$ cat src/rtl/pet2001_scandoubler.sv
// pet2001_scandoubler: captures one 7 MHz video line into a ping-pong line
// buffer and replays the previously captured line twice at the 14 MHz rate.
// Line length and horizontal sync width are measured from the incoming stream.
module pet2001_scandoubler #(
  parameter int ADDR_W = 9
) (
  input  logic clk,
  input  logic reset,
  input  logic ce_7mp,
  input  logic ce_7mn,
  input  logic pix_in,
  input  logic hsync_in,
  input  logic vsync_in,
  output logic pix_out,
  output logic hsync_out,
  output logic vsync_out
);

  localparam int DEPTH = 1 << ADDR_W;
  localparam logic [ADDR_W-1:0] CNT_MAX = '1;
  localparam logic [ADDR_W-1:0] CNT_ONE = ADDR_W'(1);

  // Line buffer: both banks in one array, bank select is the address MSB.
  logic mem [0:2*DEPTH-1];

  // Input-side state
  logic              hs_dly_q,   hs_dly_d;
  logic              wbank_q,    wbank_d;
  logic [ADDR_W-1:0] icnt_q,     icnt_d;
  logic [ADDR_W-1:0] hcnt_q,     hcnt_d;
  logic [ADDR_W-1:0] hs_len_q,   hs_len_d;
  logic [ADDR_W-1:0] line_len_q, line_len_d;

  // Output-side state
  logic [ADDR_W-1:0] ocnt_q,     ocnt_d;
  logic              hsync_q,    hsync_d;
  logic              vsync_q,    vsync_d;
  logic              pix_gate_q, pix_gate_d;
  logic              rd_bit_q;

  // Decoded events
  logic              line_start;
  logic              hs_fall;
  logic              tick;
  logic              wr_en;
  logic [ADDR_W-1:0] len_eff;
  logic [ADDR_W-1:0] ocnt_eff;
  logic              rbank_eff;
  logic [ADDR_W:0]   waddr;
  logic [ADDR_W:0]   raddr;

  // Edge detection on the input sync and selection of the effective read
  // position; a line start overrides the replay position so that the same
  // tick already shows address 0 of the bank that was just completed.
  always_comb begin
    line_start = ce_7mp & hsync_in & ~hs_dly_q;
    hs_fall    = ce_7mp & ~hsync_in & hs_dly_q;
    tick       = ce_7mp | ce_7mn;
    wr_en      = ce_7mp & ~line_start & ~reset;
    len_eff    = line_start ? icnt_q : line_len_q;
    ocnt_eff   = line_start ? '0 : ocnt_q;
    rbank_eff  = line_start ? wbank_q : ~wbank_q;
    waddr      = {wbank_q, icnt_q};
    raddr      = {rbank_eff, ocnt_eff};
  end

  // Input side: capture counter, sync width measurement, bank swap at line start.
  always_comb begin
    hs_dly_d   = hs_dly_q;
    wbank_d    = wbank_q;
    icnt_d     = icnt_q;
    hcnt_d     = hcnt_q;
    hs_len_d   = hs_len_q;
    line_len_d = line_len_q;
    vsync_d    = vsync_q;

    if (ce_7mp) begin
      hs_dly_d = hsync_in;

      if (line_start) begin
        line_len_d = icnt_q;
        icnt_d     = '0;
        wbank_d    = ~wbank_q;
        vsync_d    = vsync_in;
        // The line-start sample is itself the first high cycle of the pulse.
        hcnt_d     = CNT_ONE;
      end else begin
        // Saturate so an over-long line keeps rewriting the last location.
        if (icnt_q != CNT_MAX) begin
          icnt_d = icnt_q + CNT_ONE;
        end
        if (hsync_in && (hcnt_q != CNT_MAX)) begin
          hcnt_d = hcnt_q + CNT_ONE;
        end
      end

      if (hs_fall) begin
        hs_len_d = hcnt_q;
      end
    end
  end

  // Output side: replay position, doubled-rate sync and pixel mask per tick.
  always_comb begin
    ocnt_d     = ocnt_q;
    hsync_d    = hsync_q;
    pix_gate_d = pix_gate_q;

    if (tick) begin
      hsync_d    = (ocnt_eff < hs_len_q);
      // An empty line (nothing measured yet) masks stale buffer contents.
      pix_gate_d = (len_eff != '0);
      if (len_eff == '0) begin
        ocnt_d = '0;
      end else if (ocnt_eff >= (len_eff - CNT_ONE)) begin
        ocnt_d = '0;
      end else begin
        ocnt_d = ocnt_eff + CNT_ONE;
      end
    end
  end

  // State registers with synchronous reset.
  always_ff @(posedge clk) begin
    if (reset) begin
      hs_dly_q   <= 1'b0;
      wbank_q    <= 1'b0;
      icnt_q     <= '0;
      hcnt_q     <= '0;
      hs_len_q   <= '0;
      line_len_q <= '0;
      ocnt_q     <= '0;
      hsync_q    <= 1'b0;
      vsync_q    <= 1'b0;
      pix_gate_q <= 1'b0;
    end else begin
      hs_dly_q   <= hs_dly_d;
      wbank_q    <= wbank_d;
      icnt_q     <= icnt_d;
      hcnt_q     <= hcnt_d;
      hs_len_q   <= hs_len_d;
      line_len_q <= line_len_d;
      ocnt_q     <= ocnt_d;
      hsync_q    <= hsync_d;
      vsync_q    <= vsync_d;
      pix_gate_q <= pix_gate_d;
    end
  end

  // Line buffer write port and registered read port; the banks never collide.
  always_ff @(posedge clk) begin
    if (wr_en) begin
      mem[waddr] <= pix_in;
    end
    if (tick) begin
      rd_bit_q <= mem[raddr];
    end
  end

  assign pix_out   = rd_bit_q & pix_gate_q;
  assign hsync_out = hsync_q;
  assign vsync_out = vsync_q;

endmodule
$ cat config.mk
export PLATFORM = sky130hd
export DESIGN_NAME = pet2001_scandoubler
export DESIGN_NICKNAME = d
export VERILOG_FILES = /design/src/rtl/pet2001_scandoubler.sv
export SDC_FILE = /design/constraint.sdc
export NUM_CORES = 2
export LEC_CHECK = 0
export CAP_MARGIN = 20
export CORE_UTILIZATION = 50
export DETAILED_ROUTE_END_ITERATION = 10
export PLACE_DENSITY = 0.7
export SETUP_SLACK_MARGIN = 0.1
export SKIP_LAST_GASP = 1
export SLEW_MARGIN = 5
export SYNTH_ARGS = -nofsm -noshare
export SYNTH_HDL_FRONTEND = slang
export SYNTH_SLANG_ARGS = --single-unit
export TNS_END_PERCENT = 50
$ cat constraint.sdc
create_clock -name clk -period 3.5 [get_ports clk]
set_clock_uncertainty 0.1 [all_clocks]
set_input_delay 0.35 -clock clk [delete_from_list [all_inputs] [get_ports clk]]
set_output_delay 0.35 -clock clk [all_outputs]
set_load 0.02 [all_outputs]
==> impl_metrics.prom <==
# TYPE chip_impl_metric gauge
chip_impl_metric{name="route.met2.wl",unit="um"} 68700
chip_impl_info{name="cts-root-buf",value="clkbuf_16"} 1
chip_impl_metric{name="seq_power_share",unit=""} 0.529
chip_impl_metric{name="post_drt_wl_per_cell",unit="um"} 27.1
chip_impl_metric{name="clockBufferDepth",unit=""} 3
chip_impl_metric{name="dpl.hpwl",unit="um"} 97500
chip_impl_metric{name="clock_power_share",unit=""} 0.416
chip_impl_metric{name="worst_ep_required_time",unit="ps"} 3850
chip_impl_metric{name="netSwitchingFraction",unit=""} 0.220
chip_impl_metric{name="post-route-util",unit=""} 0.588
chip_impl_info{name="grt_setup_unrepaired",value="yes"} 1
chip_impl_info{name="cts_tree",value="built"} 1
chip_impl_metric{name="crit_fanout",unit=""} 35
chip_impl_metric{name="drt_iter0_markers",unit=""} 5756
chip_impl_metric{name="path_clk_slew",unit="ps"} 60
chip_impl_metric{name="async_flop_share",unit=""} 0
chip_impl_metric{name="cellLeakagePower",unit="uW"} 0.0181
chip_impl_metric{name="post-route-min-period",unit="ps"} 3420
chip_impl_metric{name="cts_inserted_buffers",unit=""} 108
chip_impl_metric{name="detail-route-antenna-nets",unit=""} 0
chip_impl_metric{name="fp-row-count",unit=""} 113
chip_impl_info{name="worst-setup-path-type",value="register to register"} 1
chip_impl_metric{name="number_of_enable_type_register_cells_in_the_synthesized_netlist",unit=""} 1025
chip_impl_metric{name="dp_slack",unit="ps"} -414
chip_impl_metric{name="timing.max_cap.violations",unit=""} 0
chip_impl_metric{name="drive_above_1_share",unit=""} 0.162
chip_impl_metric{name="power.ir.vdd_worst",unit="mV"} 0.410
chip_impl_metric{name="crit_buf_inv",unit=""} 2
chip_impl_metric{name="netlist_instances",unit=""} 4192
chip_impl_metric{name="p_sw",unit="uW"} 5860
chip_impl_metric{name="worst-endpoint-arrival",unit="ps"} 3780
chip_impl_metric{name="drtPass1Iterations",unit=""} 8
chip_impl_info{name="crit_path_cell_chain",value="buf_12, buf_4, mux2i_1, o221ai_1, o211a_1, o22ai_1, o211ai_1, o211ai_1, nand4_1, a21oi_1, a21oi_1"} 1
chip_impl_metric{name="synth.distinct_cells",unit=""} 70
chip_impl_metric{name="p_total",unit="uW"} 26600
chip_impl_metric{name="post_syn_area_per_cell",unit="um2"} 11.5
chip_impl_info{name="critPathTopFamily",value="compound AO/OA/AOI/OAI gates"} 1
chip_impl_info{name="result_of_the_run",value="complete, no violations"} 1
chip_impl_info{name="routed.top_layer",value="met5"} 1
chip_impl_info{name="critPathSlowestCell",value="dfxtp_4"} 1
chip_impl_metric{name="finalMaxSlewViolations",unit=""} 0
chip_impl_metric{name="hold_slack",unit="ps"} 97.5
chip_impl_metric{name="layout_worst_path_cycle_share",unit=""} 0.978
chip_impl_metric{name="groute.usage.overall",unit=""} 0.311
chip_impl_metric{name="core_region_area",unit="mm2"} 0.0954
chip_impl_metric{name="gp_congestion",unit=""} 0.983
chip_impl_info{name="mostFrequentLayoutCell",value="nor2_1"} 1
chip_impl_metric{name="antenna_found_initial",unit=""} 6
chip_impl_metric{name="synth.yosys.warnings",unit=""} 0
chip_impl_metric{name="cts_num_sinks",unit=""} 1075
chip_impl_metric{name="routed_wirelength",unit="um"} 155000
chip_impl_metric{name="place.port_buffers",unit=""} 9
chip_impl_metric{name="starting_density_of_the_core",unit=""} 0.507
chip_impl_metric{name="die_x",unit="um"} 313
chip_impl_metric{name="net_count_after_synthesis",unit=""} 4226
chip_impl_metric{name="final_nets",unit=""} 4401
chip_impl_metric{name="htree_num_levels",unit=""} 3
chip_impl_metric{name="clock_insertion_delay_worst_skew",unit="ps"} 710
chip_impl_info{name="timing.hold.worst.class",value="primary input to register"} 1
chip_impl_metric{name="max_freq",unit="MHz"} 292
chip_impl_metric{name="die_area",unit="mm2"} 0.0981
chip_impl_metric{name="maximum_number_of_pins_on_one_net_before_global_route_repair",unit=""} 144
chip_impl_metric{name="fin_ws",unit="ps"} 78.4
chip_impl_metric{name="chipHeight",unit="um"} 313
chip_impl_metric{name="drt_drc_violations_left",unit=""} 0
chip_impl_metric{name="dr_total_vias",unit=""} 36000
chip_impl_info{name="crit_path_start_kind",value="register"} 1
chip_impl_metric{name="synthesis.area",unit="mm2"} 0.0484
chip_impl_metric{name="synth_seq_area_share",unit=""} 0.656
chip_impl_metric{name="hold_violations",unit=""} 0
chip_impl_metric{name="met3_length",unit="um"} 20100
chip_impl_info{name="commonest_non_fill_non_tap_cells_in_the_layout",value="nor2_1, edfxtp_1, buf_4"} 1
chip_impl_metric{name="internal_power",unit="uW"} 20800
chip_impl_metric{name="slew-limit-headroom",unit=""} 0.361
chip_impl_metric{name="reg2reg_slack",unit="ps"} 80
chip_impl_metric{name="m1WireLength",unit="um"} 56800
chip_impl_metric{name="via_count_of_the_first_global_routing_pass",unit=""} 34100
chip_impl_metric{name="combPwrFrac",unit=""} 0.055
chip_impl_metric{name="synth-seq-cells",unit=""} 1075
chip_impl_metric{name="power_density_over_the_cells",unit="mW/mm2"} 474
chip_impl_metric{name="ios",unit=""} 10
chip_impl_metric{name="grt_overflow_total",unit=""} 0
chip_impl_metric{name="timing.critical_path.slowest_cell_delay",unit="ps"} 480
chip_impl_metric{name="syn2layout_area_growth",unit="%"} 16.0
chip_impl_info{name="ys_dominant_reg_cell",value="edfxtp_1"} 1
chip_impl_info{name="end_kind",value="register"} 1
chip_impl_metric{name="post_drt_via_cell_ratio",unit=""} 6.29
chip_impl_metric{name="setup_viol",unit=""} 0
chip_impl_metric{name="actual_transition_at_the_worst_max_transition_pin",unit="ps"} 951
chip_impl_metric{name="grt_first_pass_wirelength",unit="um"} 224000
[worst reg2reg max path, delay by kind of cell (launching register included)]
kind / cells / cell delay (ps)
flip-flops: 1 / 480
AND/OR/NAND/NOR: 1 / 230
AO/OA/AOI/OAI: 7 / 1360
buffers and inverters: 2 / 590
multiplexers: 1 / 410
[registers in the layout, indices dropped and copies added (netlist names)]
name        cells
hcnt_q          9
hs_dly_q        1
hs_len_q        9
hsync_out       1
icnt_q          9
line_len_q      9
mem          1024
ocnt_q          9
pix_gate_q      1
rd_bit_q        1
vsync_out       1
wbank_q         1
[final cells by class]
type,instances,area [um2]
flip-flops and latches,1075,31800
repair buffers,456,4310
multi-input cells,2700,15000
clock buffers,135,2850
clock inverters,64,478
diodes,2,5.00
well taps,1265,1580
inverters,26,105
fillers,7659,39300
[cell families (layout without fill, tap and decap cells)]
family	after synthesis	after routing	share of synthesized area
compound gates	616	616	0.0828
mux	290	290	0.0633
buf+inv	417	681	0.0389
xor+xnor	23	23	0.00416
fa+ha+maj	27	27	0.00698
other cells	0	2	0
simple gates	1744	1744	0.147
flops	1075	1075	0.656
[metrics by stage]
| step | instance area, um2 | cells | TNS (ps) |
|---|---|---|---|
| global placement | 52600 | 5516 | -2720 |
| detailed placement | 52600 | 5516 | -2560 |
| CTS | 56000 | 5715 | 0 |
| finish | 56200 | 5723 | 0 |
| global route | 56100 | 5721 | 0 |
| floorplan | 48500 | 4192 | 0 |
[what timing repair did]
item | CTS | global route
gates resized for setup | 6 | 25
setup endpoints to repair | 1 | 10
hold buffers | 0 | 0
setup buffers | 0 | 4
gates cloned | 0 | 2
pin swaps | 0 | 8
[worst paths after layout]
check | startpoint | end | depth (start not counted)
setup / recovery | ocnt_q[0] | rd_bit_q | 11
setup reg to reg | ocnt_q[0] | rd_bit_q | 11
hold / removal | vsync_in | vsync_out | 3
hold reg to reg | vsync_out | vsync_out | 2
[synth_stat cells, types with 47 or more instances]
| cell type | n | area, um2 |
|---|---|---|
| a211oi_1 | 62 | 465 |
| a21oi_1 | 189 | 946 |
| and3_1 | 47 | 294 |
| buf_2 | 104 | 521 |
| clkbuf_1 | 240 | 901 |
| dfxtp_1 | 50 | 1000 |
| edfxtp_1 | 1025 | 30800 |
| mux2i_1 | 243 | 2430 |
| nand2_1 | 371 | 1390 |
| nand3_1 | 54 | 270 |
| nor2_1 | 1116 | 4190 |
| o21ai_0 | 82 | 410 |
| o22ai_1 | 68 | 425 |
[power groups by stage]
stage | logic, uW | clock network (uW) | registers, uW
after CTS | 1380 | 11100 | 14100
after global placement | 1360 | 0 | 14400
final | 1450 | 11100 | 14100
after floorplan | 741 | 0 | 14400
after global routing | 1520 | 11600 | 14100
after detailed placement | 1370 | 0 | 14400
[metal layers]
| layer | global-route usage | up-vias |
|---|---|---|
| met5 | 0 | - |
| met4 | 0.162 | 8 |
| met3 | 0.0812 | 581 |
| met2 | 0.471 | 2440 |
| met1 | 0.413 | 17600 |
| li1 | - | 15400 |
Note: power is estimated with default switching activity, not from simulation.
